### src/rtl/v_pipe_update_mc.sv
// v_pipe_update_mc
//   This block pipelines read-modify-write updates to a per-product state table.
//   Each table entry is {vld, key, size}, and the table itself lives outside the
//   block. After reset, the INIT state writes zeros to every entry. The RUN state
//   then accepts one update per cycle.
//
//   Ports
//     clk, rst_n          clock, async active-low reset
//     i_upd_*             update bus (vld, prod_id, cmd, key, size)
//     o_upd_rdy           high only in RUN
//     o_state_ren/raddr   table read request; i_state_rdata is valid the next cycle
//     o_state_*_r         table write port (registered)
//     o_rsp_*_r           per-update response (registered)
//     o_err_sticky_r      set by any error response, cleared only by reset
//
//   state | meaning
//   INIT  | zero-fill table addresses 0..2^ID_W-1, updates dropped
//   RUN   | accept updates, pipeline active
module v_pipe_update_mc #(
  parameter int ID_W   = 4,
  parameter int KEY_W  = 32,
  parameter int SIZE_W = 16,
  localparam int STATE_W = 1 + KEY_W + SIZE_W
) (
  input  logic               clk,
  input  logic               rst_n,
  input  logic               i_upd_vld,
  input  logic [ID_W-1:0]    i_upd_prod_id,
  input  logic [1:0]         i_upd_cmd,
  input  logic [KEY_W-1:0]   i_upd_key,
  input  logic [SIZE_W-1:0]  i_upd_size,
  output logic               o_upd_rdy,
  output logic               o_state_ren,
  output logic [ID_W-1:0]    o_state_raddr,
  input  logic [STATE_W-1:0] i_state_rdata,
  output logic               o_state_wen_r,
  output logic [ID_W-1:0]    o_state_waddr_r,
  output logic [STATE_W-1:0] o_state_wdata_r,
  output logic               o_rsp_vld_r,
  output logic [ID_W-1:0]    o_rsp_prod_id_r,
  output logic               o_rsp_hit_r,
  output logic               o_rsp_err_r,
  output logic [SIZE_W-1:0]  o_rsp_size_r,
  output logic               o_err_sticky_r
);

  localparam logic [0:0] ST_INIT = 1'b0;
  localparam logic [0:0] ST_RUN  = 1'b1;
  localparam logic [1:0] CMD_CLR = 2'b00;
  localparam logic [1:0] CMD_ADD = 2'b01;
  localparam logic [1:0] CMD_INC = 2'b10;
  localparam int         DEPTH   = 1 << ID_W;
  localparam logic [ID_W:0] INIT_END = DEPTH[ID_W:0];

  logic [0:0]  state;
  logic [ID_W:0] init_cnt;
  logic        init_wr;

  // S1: accepted update
  logic              s1_vld;
  logic [ID_W-1:0]   s1_id;
  logic [1:0]        s1_cmd;
  logic [KEY_W-1:0]  s1_key;
  logic [SIZE_W-1:0] s1_size;
  // read-issue stage: the read request comes from flops so that rdata arrives while the op is in S2
  logic [1:0]        rq_cmd;
  logic [KEY_W-1:0]  rq_key;
  logic [SIZE_W-1:0] rq_size;
  // S2: combine
  logic              s2_vld;
  logic [ID_W-1:0]   s2_id;
  logic [1:0]        s2_cmd;
  logic [KEY_W-1:0]  s2_key;
  logic [SIZE_W-1:0] s2_size;
  // one-deep copy of the previous cycle's table write
  logic              lw_vld;
  logic [ID_W-1:0]   lw_addr;
  logic [STATE_W-1:0] lw_data;

  logic [STATE_W-1:0] old_entry, new_entry;
  logic               old_vld, key_hit, new_hit, new_err;
  logic [KEY_W-1:0]   old_key;
  logic [SIZE_W-1:0]  old_size, sat_size;
  logic [SIZE_W:0]    sum;

  assign o_upd_rdy = (state == ST_RUN);
  assign init_wr   = (state == ST_INIT) && (init_cnt != INIT_END);

  always_ff @(posedge clk or negedge rst_n) begin
    if (!rst_n) begin
      state    <= ST_INIT;
      init_cnt <= '0;
    end else if (state == ST_INIT) begin
      if (init_cnt == INIT_END) state <= ST_RUN;
      else                      init_cnt <= init_cnt + 1'b1;
    end
  end

  // The S3 write is one cycle from reaching the table, and the last-write copy
  // covers a read that coincides with the table write. Older writes are already
  // visible in rdata.
  always_comb begin
    if (o_state_wen_r && (o_state_waddr_r == s2_id))
      old_entry = o_state_wdata_r;
    else if (lw_vld && (lw_addr == s2_id))
      old_entry = lw_data;
    else
      old_entry = i_state_rdata;
  end

  always_comb begin
    old_vld  = old_entry[STATE_W-1];
    old_key  = old_entry[SIZE_W +: KEY_W];
    old_size = old_entry[SIZE_W-1:0];
    key_hit  = old_vld && (old_key == s2_key);
    sum      = {1'b0, old_size} + {1'b0, s2_size};
    sat_size = sum[SIZE_W] ? {SIZE_W{1'b1}} : sum[SIZE_W-1:0];
    new_entry = old_entry;
    new_hit   = key_hit;
    new_err   = 1'b0;
    case (s2_cmd)
      CMD_CLR: begin
        new_entry = '0;
        new_hit   = old_vld;
      end
      CMD_ADD: new_entry = {1'b1, s2_key, s2_size};
      CMD_INC: begin
        if (key_hit) new_entry = {1'b1, old_key, sat_size};
        else         new_err   = 1'b1;
      end
      default: begin
        if (!key_hit)               new_err   = 1'b1;
        else if (old_size > s2_size) new_entry = {1'b1, old_key, old_size - s2_size};
        else                        new_entry = '0;
      end
    endcase
  end

  always_ff @(posedge clk or negedge rst_n) begin
    if (!rst_n) begin
      s1_vld         <= 1'b0;
      o_state_ren    <= 1'b0;
      s2_vld         <= 1'b0;
      o_state_wen_r  <= 1'b0;
      o_rsp_vld_r    <= 1'b0;
      lw_vld         <= 1'b0;
      o_err_sticky_r <= 1'b0;
    end else begin
      s1_vld        <= i_upd_vld && o_upd_rdy;
      o_state_ren   <= s1_vld;
      s2_vld        <= o_state_ren;
      o_state_wen_r <= init_wr || s2_vld;
      o_rsp_vld_r   <= s2_vld;
      lw_vld        <= o_state_wen_r;
      if (s2_vld && new_err) o_err_sticky_r <= 1'b1;
    end
  end

  always_ff @(posedge clk) begin
    s1_id         <= i_upd_prod_id;
    s1_cmd        <= i_upd_cmd;
    s1_key        <= i_upd_key;
    s1_size       <= i_upd_size;
    o_state_raddr <= s1_id;
    rq_cmd        <= s1_cmd;
    rq_key        <= s1_key;
    rq_size       <= s1_size;
    s2_id         <= o_state_raddr;
    s2_cmd        <= rq_cmd;
    s2_key        <= rq_key;
    s2_size       <= rq_size;
    if (init_wr) begin
      o_state_waddr_r <= init_cnt[ID_W-1:0];
      o_state_wdata_r <= '0;
    end else begin
      o_state_waddr_r <= s2_id;
      o_state_wdata_r <= new_entry;
    end
    o_rsp_prod_id_r <= s2_id;
    o_rsp_hit_r     <= new_hit;
    o_rsp_err_r     <= new_err;
    o_rsp_size_r    <= new_entry[SIZE_W-1:0];
    lw_addr         <= o_state_waddr_r;
    lw_data         <= o_state_wdata_r;
  end

endmodule

### config.mk
export PLATFORM = sky130hd
export DESIGN_NAME = v_pipe_update_mc
export DESIGN_NICKNAME = d
export VERILOG_FILES = /design/src/rtl/v_pipe_update_mc.sv
export SDC_FILE = /design/constraint.sdc
export NUM_CORES = 1
export LEC_CHECK = 0
export BUFFER_PORTS_ARGS = -buffer_cell sky130_fd_sc_hd__buf_2
export CORE_ASPECT_RATIO = 0.7
export CORE_MARGIN = 4
export CORE_UTILIZATION = 59
export DETAILED_ROUTE_END_ITERATION = 12
export GPL_TIMING_DRIVEN = 1
export PLACE_DENSITY = 0.83
export SYNTH_ARGS = -nofsm -noshare
export SYNTH_HDL_FRONTEND = slang
export SYNTH_SLANG_ARGS = --single-unit
export TNS_END_PERCENT = 30
### constraint.sdc
create_clock -name clk -period 7.2 [get_ports clk]
set_clock_uncertainty 0.2 [all_clocks]
set_input_delay 0.36 -clock clk [delete_from_list [all_inputs] [get_ports clk]]
set_output_delay 0.36 -clock clk [all_outputs]
set_load 0.02 [all_outputs]
After elaboration in Yosys (flattened, before gate mapping)
Index checks and enable logic that the tools add are counted.
Widths: inputs -> output; s select.

word-level totals
  word-level logic and storage cells = 65
  output and inout bits = 84
  memories kept = 0
  latch bits = 0
  flip-flop bits (word level) = 303
  bits in writable memories = 0
  memory bits (read-only) = 0

operators by class
  reductions and logical operators = 10
  $mul = 0
  magnitude comparators = 1
  muxes and demuxes = 13
  div/mod/pow operators = 0
  bitwise gates (word level) = 2
  equality and inequality tests = 7
  shift operators = 0
  $add $sub $neg = 3

operators by type and width
  kind                 number
  $mux 49              5
  $pmux 49 s3          1
  $eq 32x32->1         1
  $add 16x16->17       1
  $gt 16x16->1         1
  $mux 16              1
  $sub 16x16->16       1
  $eq 4x4->1           2
  $logic_and 1x1->1    6
  $add 5x1->5 const B  1
  $eq 5x5->1 const B   1
  $mux 1               5
  $ne 5x5->1 const B   1
  $mux 4               1
  $eq 2x1->1 const B   1
  $eq 2x2->1 const B   1
  $logic_not 2->1      1
  $not 1->1            2
  $reduce_and 2->1     1
  $reduce_or 2->1      1
  $logic_or 1x1->1     1

Depth between registers and ports, before layout
Gate-level depths: netlist of run 1.

  word-level depth = 9
  depth in mapped cells = 21

Worst setup path after synthesis of run 1
Ideal clock, no wire load.

  path type = register -> register
  from = reg o_state_waddr_r[3]
  to = reg o_state_wdata_r[14]
  cell stages (with the launch flop) = 17
  required time = 6868 ps
  setup time = 132 ps
  slack = 2568 ps
  clock period less this slack = 4632 ps
  data arrival time = 4300 ps
  path buffers = 4
  cell sequence = dfxtp_1 -> xnor2_1 -> nand3_2 -> buf_1 -> nor2_1 -> clkbuf_1 -> clkbuf_1 -> o21ai_0 -> ha_1 -> clkbuf_1 -> nor4b_1 -> nand2_1 -> o21a_1 -> or4b_2 -> a31o_2 -> o211ai_1 -> a21oi_1

between the ends
  cells in the longest elaborated chain, start to end = 7
  elaborated cells on any way between the ends = 13
  those cells by class = add/sub: 2; order compare: 1; eq/ne: 2; mux: 6; reduce/logical: 2

ends and longest elaborated chain
  element                                 line      RTL
  start, declared                         37        output logic [ID_W-1:0] o_state_waddr_r,
  start signal, assigned                  173       o_state_waddr_r <= init_cnt[ID_W-1:0];
  start signal, assigned                  176       o_state_waddr_r <= s2_id;
  $eq 4x4->1 (*)                          103       if (o_state_wen_r && (o_state_waddr_r == s2_id))
  $logic_and 1x1->1 (*)                   103
  $mux 49 (*)                             103
  $sub 16x16->16 (tied with other cells)  133       else if (old_size > s2_size) new_entry = {1'b1, old_key, old_size - s2_size};
  $mux 49 (tied with other cells)         133
  $mux 49 (on tied branches)              132, 128
  $pmux 49 s3 (*)                         121       case (s2_cmd)
  end signal, assigned                    177       o_state_wdata_r <= new_entry;
  end, declared                           38        output logic [STATE_W-1:0] o_state_wdata_r,

Mark *: on every way between the ends. The rest lies on a longest branch, timed or not.
A chain may end at the register's enable or synchronous reset.

Worst setup path in the final report of run 1
  from = reg s2_id[0]
  to = reg o_state_wdata_r[45]

between the ends
  cells in the longest elaborated chain, start to end = 8
  elaborated cells on any way between the ends = 13
  those cells by class = order compare: 1; eq/ne: 3; mux: 6; reduce/logical: 3

ends and longest elaborated chain
  element                                       line      RTL
  start, declared                               71        logic [ID_W-1:0] s2_id;
  start signal, assigned                        168       s2_id <= o_state_raddr;
  $eq 4x4->1                                    105       else if (lw_vld && (lw_addr == s2_id))
  $logic_and 1x1->1                             105
  $mux 49                                       105
  $mux 49 (*)                                   103
  $gt 16x16->1 or $eq 32x32->1 (tied branches)  133, 115
  $mux 49 or $logic_and 1x1->1 (tied branches)  133, 115
  $mux 49                                       132       if (!key_hit) new_err = 1'b1;
  $pmux 49 s3 (*)                               121

Marked as above.

==> results of run 1 <==
==> flip-flops by register name, summed over array words and instances, names as in the netlist, 5 cells and up <==
name             flops
s1_size             16
init_cnt             5
lw_data             49
rq_key              32
rq_size             16
s2_key              32
o_state_wdata_r     49
s2_size             16
s1_key              32
o_rsp_size_r        16
==> cell families (layout without fill, tap and decap cells) <==
group,Yosys count,after routing,synth area share
flip-flops,303,303,0.559
AO/OA/AOI/OAI,276,276,0.163
AND/OR/NAND/NOR,260,260,0.123
buffers and inverters,93,343,0.0359
XOR/XNOR,69,69,0.0551
adder cells (fa/ha/maj),35,35,0.0413
multiplexers,25,25,0.0228
other,0,1,0
==> layout make-up <==
type	count	area share
flip-flops and latches	303	0.450
multi-input cells	665	0.327
repair buffers	260	0.119
clock buffers	28	0.0506
clock inverters	20	0.0228
well taps	236	0.0217
inverters	35	0.00963
diodes	1	0.000183
==> routing by layer <==
metal | up-vias | global-route usage | share of wire
met2 | 563 | 0.460 | 0.42
met5 | - | 0 | 0
li1 | 4224 | - | -
met1 | 4282 | 0.454 | 0.44
met3 | 83 | 0.0765 | 0.11
met4 | 0 | 0.0985 | 0.029
==> what timing repair did <==
item                      4_1_cts  5_1_grt
hold buffers                   56        0
hold endpoints to repair       68        0
gates resized for setup         0        0
==> path summary, 6_finish.rpt <==
path                       slack, ns  cells after the start             endpoint
max                             1.11                     14  o_state_wdata_r[45]
min                             0.04                      2               lw_vld
max reg2reg                     1.11                     14  o_state_wdata_r[45]
min reg2reg                     0.13                      0           s2_key[22]
max in group asynchronous       6.52                      2          init_cnt[2]
min in group clk                0.08                      5  o_state_wdata_r[46]
==> critical path: cells and delay by family (launching register included) <==
kind	cells	cell delay [ns]
AO/OA/AOI/OAI	5	2.64
adder cells (fa/ha/maj)	1	0.37
XOR/XNOR	1	0.22
buffers and inverters	2	0.38
AND/OR/NAND/NOR	4	1.54
flip-flops	1	0.46
multiplexers	1	0.18
==> power by group <==
part           internal (mW)  switching [mW]
Clock                  0.955           0.641
Sequential              1.79          0.0634
Combinational          0.220           0.363
Total                   2.97            1.07
==> Yosys cell counts, drive strengths merged (2+ instances only) <==
cell and count:
buf 17, nor3 45, and2 7, o41ai 4, fa 2, o221a 2
a211oi 6, a21oi 46, nor2 47, o2111ai 2, and4 2, or3 2
xnor2 31, ha 33, nor2b 3, a2111oi 2, o21bai 8, dfrtp 13
dfxtp 290, o32ai 4, mux2i 25, nor4 9, xor2 38, a31oi 45
o22ai 7, or2 2, nand3 55, a22o 23, a21o 11, a311oi 3
o31a 2, nand2b 13, o31ai 4, nand2 62, o211ai 17, nand4 4
o21a 6, o21ai 75, clkbuf 41, inv 34
==> flow_metrics.env, run 1 <==
export IMPL_synth_largest_area_cell="dfxtp_1"
export IMPL_drt_pre_antenna_iters=5
export IMPL_initial_utilization=0.606
export IMPL_final_cell_area_mm2=0.0136
export IMPL_synth_cells=1061
export IMPL_cpPeakStageDelay_ns=1.13
export IMPL_startpoint_type="flip-flop"
export IMPL_timing_setup_tns_ns=0
export IMPL_timing_critical_path_cells="xnor2_1 -> nand2_1 -> buf_4 -> nor2_2 -> mux2i_1 -> o21ai_0 -> ha_1 -> inv_1 -> nor4b_1 -> nand2_1 -> o21a_1 -> a21o_1 -> a311oi_4 -> a22o_1"
export IMPL_worst_setup_path_end_kind="flip-flop"
export IMPL_crit_required_ns=7.46
export IMPL_floorplan_die_width_um=171
export IMPL_yosysWarnings=0
export IMPL_total_area_of_multi_input_combinational_cells_mm2=0.00446
export IMPL_clk_root_buffer_cell="clkbuf_16"
export IMPL_pin_count_of_the_biggest_net_entering_global_routing=37
export IMPL_tritoncts="done"
export IMPL_drt_wl_total_mm=33.0
export IMPL_path_common_cell="nand2_1"
export IMPL_wl_per_cell_um=21.3
export IMPL_asyncSetResetFlopFracSynth=0.0429
export IMPL_unrepaired_setup_endpoints_after_global_routing="no"
export IMPL_critPathLaunch="s2_id[0]"
export IMPL_detailed_place_area_mm2=0.0121
export IMPL_insertion_delay_ns=0.55
export IMPL_tightest_slew_ns=1.29
export IMPL_maxSlewViolCount=0
export IMPL_grtUsageTotal=0.312
export IMPL_design_power_total_mw=4.04
export IMPL_min_period_over_period=0.845
export IMPL_port_buffers=189
export IMPL_grt_ovfl_total=0
export IMPL_dr_total_vias=9152
export IMPL_combined_flip_flop_and_latch_cell_area_mm2=0.00613
export IMPL_share_of_cells_above_drive_strength_1=0.212
export IMPL_hold_slack_ns=0.0371
export IMPL_timing_critical_path_slowest_stage_cell="a311oi_4"
export IMPL_post_synth_main_area_contributors="dfxtp_1, ha_1, o21ai_0, xor2_1, dfrtp_1"
export IMPL_cp_max_fo=34
export IMPL_finalSetupViolCount=0
export IMPL_placeable_core_area_mm2=0.0181
export IMPL_report_final_hold_viol_count=0
export IMPL_grt_pass1_vias=9089
export IMPL_design_portCount=190
export IMPL_instances_no_fill=1548
export IMPL_number_of_drc_markers_after_the_initial_detailed_route_iteration=980
export IMPL_hpwlAfterDp_mm=21.6
export IMPL_worst_setup_path_type="flip-flop to flip-flop"
export IMPL_synth_cell_area_mm2=0.0110
export IMPL_clk_path_buf_depth=3
export IMPL_p_leak_nw=5.80
export IMPL_cts_buffers_inserted=26
export IMPL_finish_net_count=1432
export IMPL_min_delay_path_class="input port to asynchronous set/reset pin"
export IMPL_worst_ep_arrival_time_ns=6.35
export IMPL_nFillCells=1214
export IMPL_finalWeightedCongestion=1.01
export IMPL_grt_pass1_wl_mm=50.8
export IMPL_postSynthRegisterBits=303
export IMPL_post_route_util=0.753
export IMPL_cts_setup_buffers=0
export IMPL_post_synth_cell_area_avg_um2=10.3
export IMPL_period_needed_ns=6.09
export IMPL_outcome="finished, final reports clean"
export IMPL_cts_num_sinks=303
export IMPL_yosys_cell_types_count=71
export IMPL_sequential_element_share_of_the_synthesized_area=0.559
export IMPL_cts_clk_slew_worst_paths_ns=0.08
export IMPL_cap_viol_max_count=0
export IMPL_flow_area_growth_from_synthesis_pct=24.4
export IMPL_mostFrequentLayoutCell="dfxtp_1"
export IMPL_detail_route_vias_per_cell=5.91
export IMPL_timing_rr_start="s2_id[0]"
export IMPL_timing_fmax_ghz=0.164
export IMPL_floorplan_die_area_mm2=0.0209
export IMPL_grt_antenna_before_repair=1
export IMPL_ant_nets=0
export IMPL_pre_cts_ws_ns=1.39
export IMPL_placement_rows=41
export IMPL_headroom_to_the_max_slew_limit=0.143
export IMPL_max_vdd_ir_drop_v=0.000271
export IMPL_synth_top_area_frac=0.529
export IMPL_dpl_cell_count=1443
export IMPL_synth_edf_count=0
export IMPL_ys_flop_type="dfxtp_1"
export IMPL_mostFrequentLayoutCells="dfxtp_1, buf_2, o21ai_0"
export IMPL_detail_route_drc_violations=0
export IMPL_synth_nets=1202
export IMPL_post_route_worst_setup_slack_ns=1.11
export IMPL_ctsHtreeMaxLevel=1
export IMPL_power_density_mw_per_mm2=296
export IMPL_floorplan_die_height_um=122
Note: power is estimated with default switching activity, not from simulation.
==> run 2, diff against run 1 <==
--- a/config.mk
+++ b/config.mk
@@ -5,13 +5,14 @@
 export SDC_FILE = /design/constraint.sdc
 export NUM_CORES = 1
 export LEC_CHECK = 0
+export ABC_AREA = 1
 export BUFFER_PORTS_ARGS = -buffer_cell sky130_fd_sc_hd__buf_2
 export CORE_ASPECT_RATIO = 0.7
 export CORE_MARGIN = 4
-export CORE_UTILIZATION = 59
+export CORE_UTILIZATION = 57
 export DETAILED_ROUTE_END_ITERATION = 12
 export GPL_TIMING_DRIVEN = 1
-export PLACE_DENSITY = 0.83
+export PLACE_DENSITY = 0.8
 export SYNTH_ARGS = -nofsm -noshare
 export SYNTH_HDL_FRONTEND = slang
 export SYNTH_SLANG_ARGS = --single-unit
==> constraint.sdc (replaced) <==
create_clock -name clk -period 6.4 [get_ports clk]
set_clock_uncertainty 0.2 [all_clocks]
set_input_delay 0.32 -clock clk [delete_from_list [all_inputs] [get_ports clk]]
set_output_delay 0.32 -clock clk [all_outputs]
set_load 0.02 [all_outputs]
==> run 2 against run 1 <==
  * Clock-buffer cell count rose by 8
  * Combinational power rose by 32%
  * Flip-flop and latch count did not move
  * Sequential power rose by 13%
  * Register-to-register slack improved by 0.20 ns
  * Utilization fell by 3.9 points
  * Global-route usage fell by 1.7 points
  * First-iteration DRC count rose by 52%
  * Critical endpoint is now o_state_wdata_r[3]
  * Largest power group unchanged
==> flow_metrics.env, run 2 <==
export IMPL_clk_root_buffer_cell="clkbuf_16"
export IMPL_synth_top_cells_by_count="nand2_1, dfxtp_1, inv_1"
export IMPL_floorplan_die_width_um=184
export IMPL_report_final_hold_viol_count=0
export IMPL_detail_route_drc_violations=0
export IMPL_total_area_of_multi_input_combinational_cells_mm2=0.00507
export IMPL_floorplan_die_height_um=131
export IMPL_timing_rr_start="s2_id[2]"
export IMPL_finalWeightedCongestion=1.03
export IMPL_finish_net_count=1967
export IMPL_min_delay_path_class="input port to flip-flop"
export IMPL_dr_total_vias=11725
export IMPL_flow_area_growth_from_synthesis_pct=21.1
export IMPL_yosysMostFrequentCell="nand2_1"
export IMPL_cts_clk_slew_worst_paths_ns=0.07
export IMPL_placeable_core_area_mm2=0.0210
export IMPL_timing_fmax_ghz=0.196
export IMPL_drt_wl_total_mm=37.6
export IMPL_outcome="finished, final reports clean"
export IMPL_synth_cells=1599
export IMPL_insertion_delay_ns=0.54
export IMPL_ant_nets=0
export IMPL_wl_met3_mm=4.80
export IMPL_hold_path_startpoint="i_state_rdata[32]"
export IMPL_unrepaired_setup_endpoints_after_global_routing="no"
export IMPL_startpoint_type="flip-flop"
export IMPL_headroom_to_the_max_slew_limit=0.202
export IMPL_p_leak_nw=7.69
export IMPL_timing_setup_tns_ns=0
export IMPL_clk_path_buf_depth=3
export IMPL_initial_utilization=0.590
export IMPL_cpPeakStageDelay_ns=0.54
export IMPL_synth_largest_area_cell="dfxtp_1"
export IMPL_synth_top_area_frac=0.468
export IMPL_pin_count_of_the_biggest_net_entering_global_routing=61
export IMPL_timing_critical_path_slowest_stage_cell="o2111ai_2"
export IMPL_design_portCount=190
export IMPL_cap_viol_max_count=0
export IMPL_cp_max_fo=35
export IMPL_min_period_over_period=0.795
export IMPL_detailroute_wirelength_met2_mm=15.5
export IMPL_antenna_cells_inserted=0
export IMPL_synth_edf_count=0
export IMPL_yosys_cell_types_count=48
export IMPL_top_layer_used="met4"
export IMPL_post_route_worst_setup_slack_ns=1.31
export IMPL_detailed_place_area_mm2=0.0135
export IMPL_period_needed_ns=5.09
export IMPL_min_delay_worst_endpoint="o_state_wdata_r[32]"
export IMPL_synth_cell_area_mm2=0.0124
export IMPL_synth_nets=1740
export IMPL_port_buffers=189
export IMPL_drt_pre_antenna_iters=5
export IMPL_floorplan_die_area_mm2=0.0242
export IMPL_worst_setup_path_end_kind="flip-flop"
export IMPL_worst_ep_arrival_time_ns=5.27
export IMPL_number_of_drc_markers_after_the_initial_detailed_route_iteration=1490
export IMPL_hold_path_cell_count=5
export IMPL_dpl_cell_count=2015
export IMPL_placement_rows=44
export IMPL_cts_buffers_inserted=27
export IMPL_final_cell_area_mm2=0.0150
export IMPL_instances_no_fill=2122
export IMPL_reg_top3="lw_data: 49 flops, o_state_wdata_r: 49 flops"
export IMPL_wl_met1_mm=16.7
export IMPL_postSynthRegisterBits=303
export IMPL_grt_pass1_wl_mm=58.0
export IMPL_path_common_cell="nand2_1"
export IMPL_cts_num_sinks=303
export IMPL_asyncSetResetFlopFracSynth=0.0429
export IMPL_sequential_element_share_of_the_synthesized_area=0.494
export IMPL_mostFrequentLayoutCells="nand2_1, dfxtp_1, inv_1"
export IMPL_post_synth_main_area_contributors="dfxtp_1, nand2_1, inv_1, nand3_1, nand4_1"
export IMPL_grt_pass1_vias=10873
export IMPL_timing_critical_path_buf_inv=4
export IMPL_power_density_mw_per_mm2=301
export IMPL_yosysWarnings=0
export IMPL_ys_flop_type="dfxtp_1"
export IMPL_detail_route_vias_per_cell=5.53
export IMPL_nFillCells=1632
export IMPL_hold_slack_ns=0.0658
export IMPL_rr_endpoint="o_state_wdata_r[3]"
export IMPL_post_synth_cell_area_avg_um2=7.75
export IMPL_crit_required_ns=6.58
export IMPL_crit_family="simple AND/OR/NAND/NOR gates"
export IMPL_max_vdd_ir_drop_v=0.000377
export IMPL_r2r_setup_slack_ns=1.31
export IMPL_pre_cts_ws_ns=1.51
export IMPL_finalSetupViolCount=0
export IMPL_worst_setup_path_type="flip-flop to flip-flop"
export IMPL_combined_flip_flop_and_latch_cell_area_mm2=0.00613
export IMPL_ff2ff_path_depth=26
export IMPL_grtUsageTotal=0.295
export IMPL_grt_antenna_before_repair=0
export IMPL_grt_ovfl_total=0
export IMPL_share_of_cells_above_drive_strength_1=0.161
export IMPL_tightest_slew_ns=1.20
export IMPL_cts_resized=0
export IMPL_mostFrequentLayoutCell="nand2_1"
export IMPL_maxSlewViolCount=0
export IMPL_tritoncts="done"
export IMPL_hpwlAfterDp_mm=25.8
export IMPL_wl_per_cell_um=17.7
export IMPL_ctsHtreeMaxLevel=1
## run 2: worst max path at each step
stage | start | endpoint | slack [ns] | cells past startpoint
after floorplan | o_state_waddr_r[2] | o_state_wdata_r[14] | 2.20 | 25
after global placement | s2_id[2] | o_state_wdata_r[2] | 1.59 | 26
after detailed placement | s2_id[2] | o_state_wdata_r[2] | 1.51 | 26
after CTS | s2_id[2] | o_state_wdata_r[40] | 1.44 | 24
after global routing | s2_id[2] | o_state_wdata_r[2] | 0.96 | 27
final | s2_id[2] | o_state_wdata_r[3] | 1.31 | 26
## run 2: worst reg2reg max path, cell delays in order (launching register included)
cell       delay, ns
dfxtp_1         0.41
inv_2           0.05
nand2_1         0.08
nand2_2         0.09
nor2_8          0.46
nand3_4         0.28
buf_4           0.30
nand2_1         0.09
nand3_1         0.07
o21ai_0         0.14
inv_1           0.14
ha_1            0.40
inv_1           0.18
nor2_1          0.12
a21oi_1         0.10
nand2_1         0.09
nand2_1         0.09
nand2_1         0.08
nand2_1         0.11
nand3b_1        0.13
o2111ai_2       0.54
a21oi_1         0.33
nand4_1         0.12
nand3_1         0.13
nand2_1         0.05
nor2_1          0.11
nor2_1          0.06
## run 2: stage by stage
step | util | power (mW)
global placement | 0.643 | 2.85
floorplan | - | 2.60
finish | 0.714 | 4.53
global route | 0.714 | 4.69
detailed placement | 0.643 | 2.86
CTS | 0.714 | 4.52
## run 2: cell families (layout without fill, tap and decap cells)
group | Yosys count | count (layout) | synth area share
xor+xnor | 23 | 23 | 0.0162
buf+inv | 308 | 555 | 0.100
flops | 303 | 303 | 0.494
compound gates | 171 | 171 | 0.0764
fa+ha+maj | 35 | 35 | 0.0365
simple gates | 759 | 759 | 0.276
## run 2: area by class of cell
class	instances	area share
sequential	303	0.408
multi-input combinational	988	0.338
timing repair buffer	264	0.110
inverter	242	0.0605
clock buffer	36	0.0499
tap	276	0.0230
clock inverter	13	0.0105
## run 2: what timing repair did
action                    CTS  global route
hold endpoints to repair   68             0
hold buffers               58             0
buffers inserted            0             0
## run 2: report_power, final
group | switching (mW) | internal (mW)
sequential | 0.0766 | 2.03
combinational | 0.510 | 0.260
clock | 0.705 | 0.947
total | 1.29 | 3.23
## run 2: per-layer routing
layer  up-vias  global-route usage
li1       5573                   -
met1      5395               0.451
met2       706               0.424
met3        51              0.0702
met4         0              0.0624
met5         -                   0
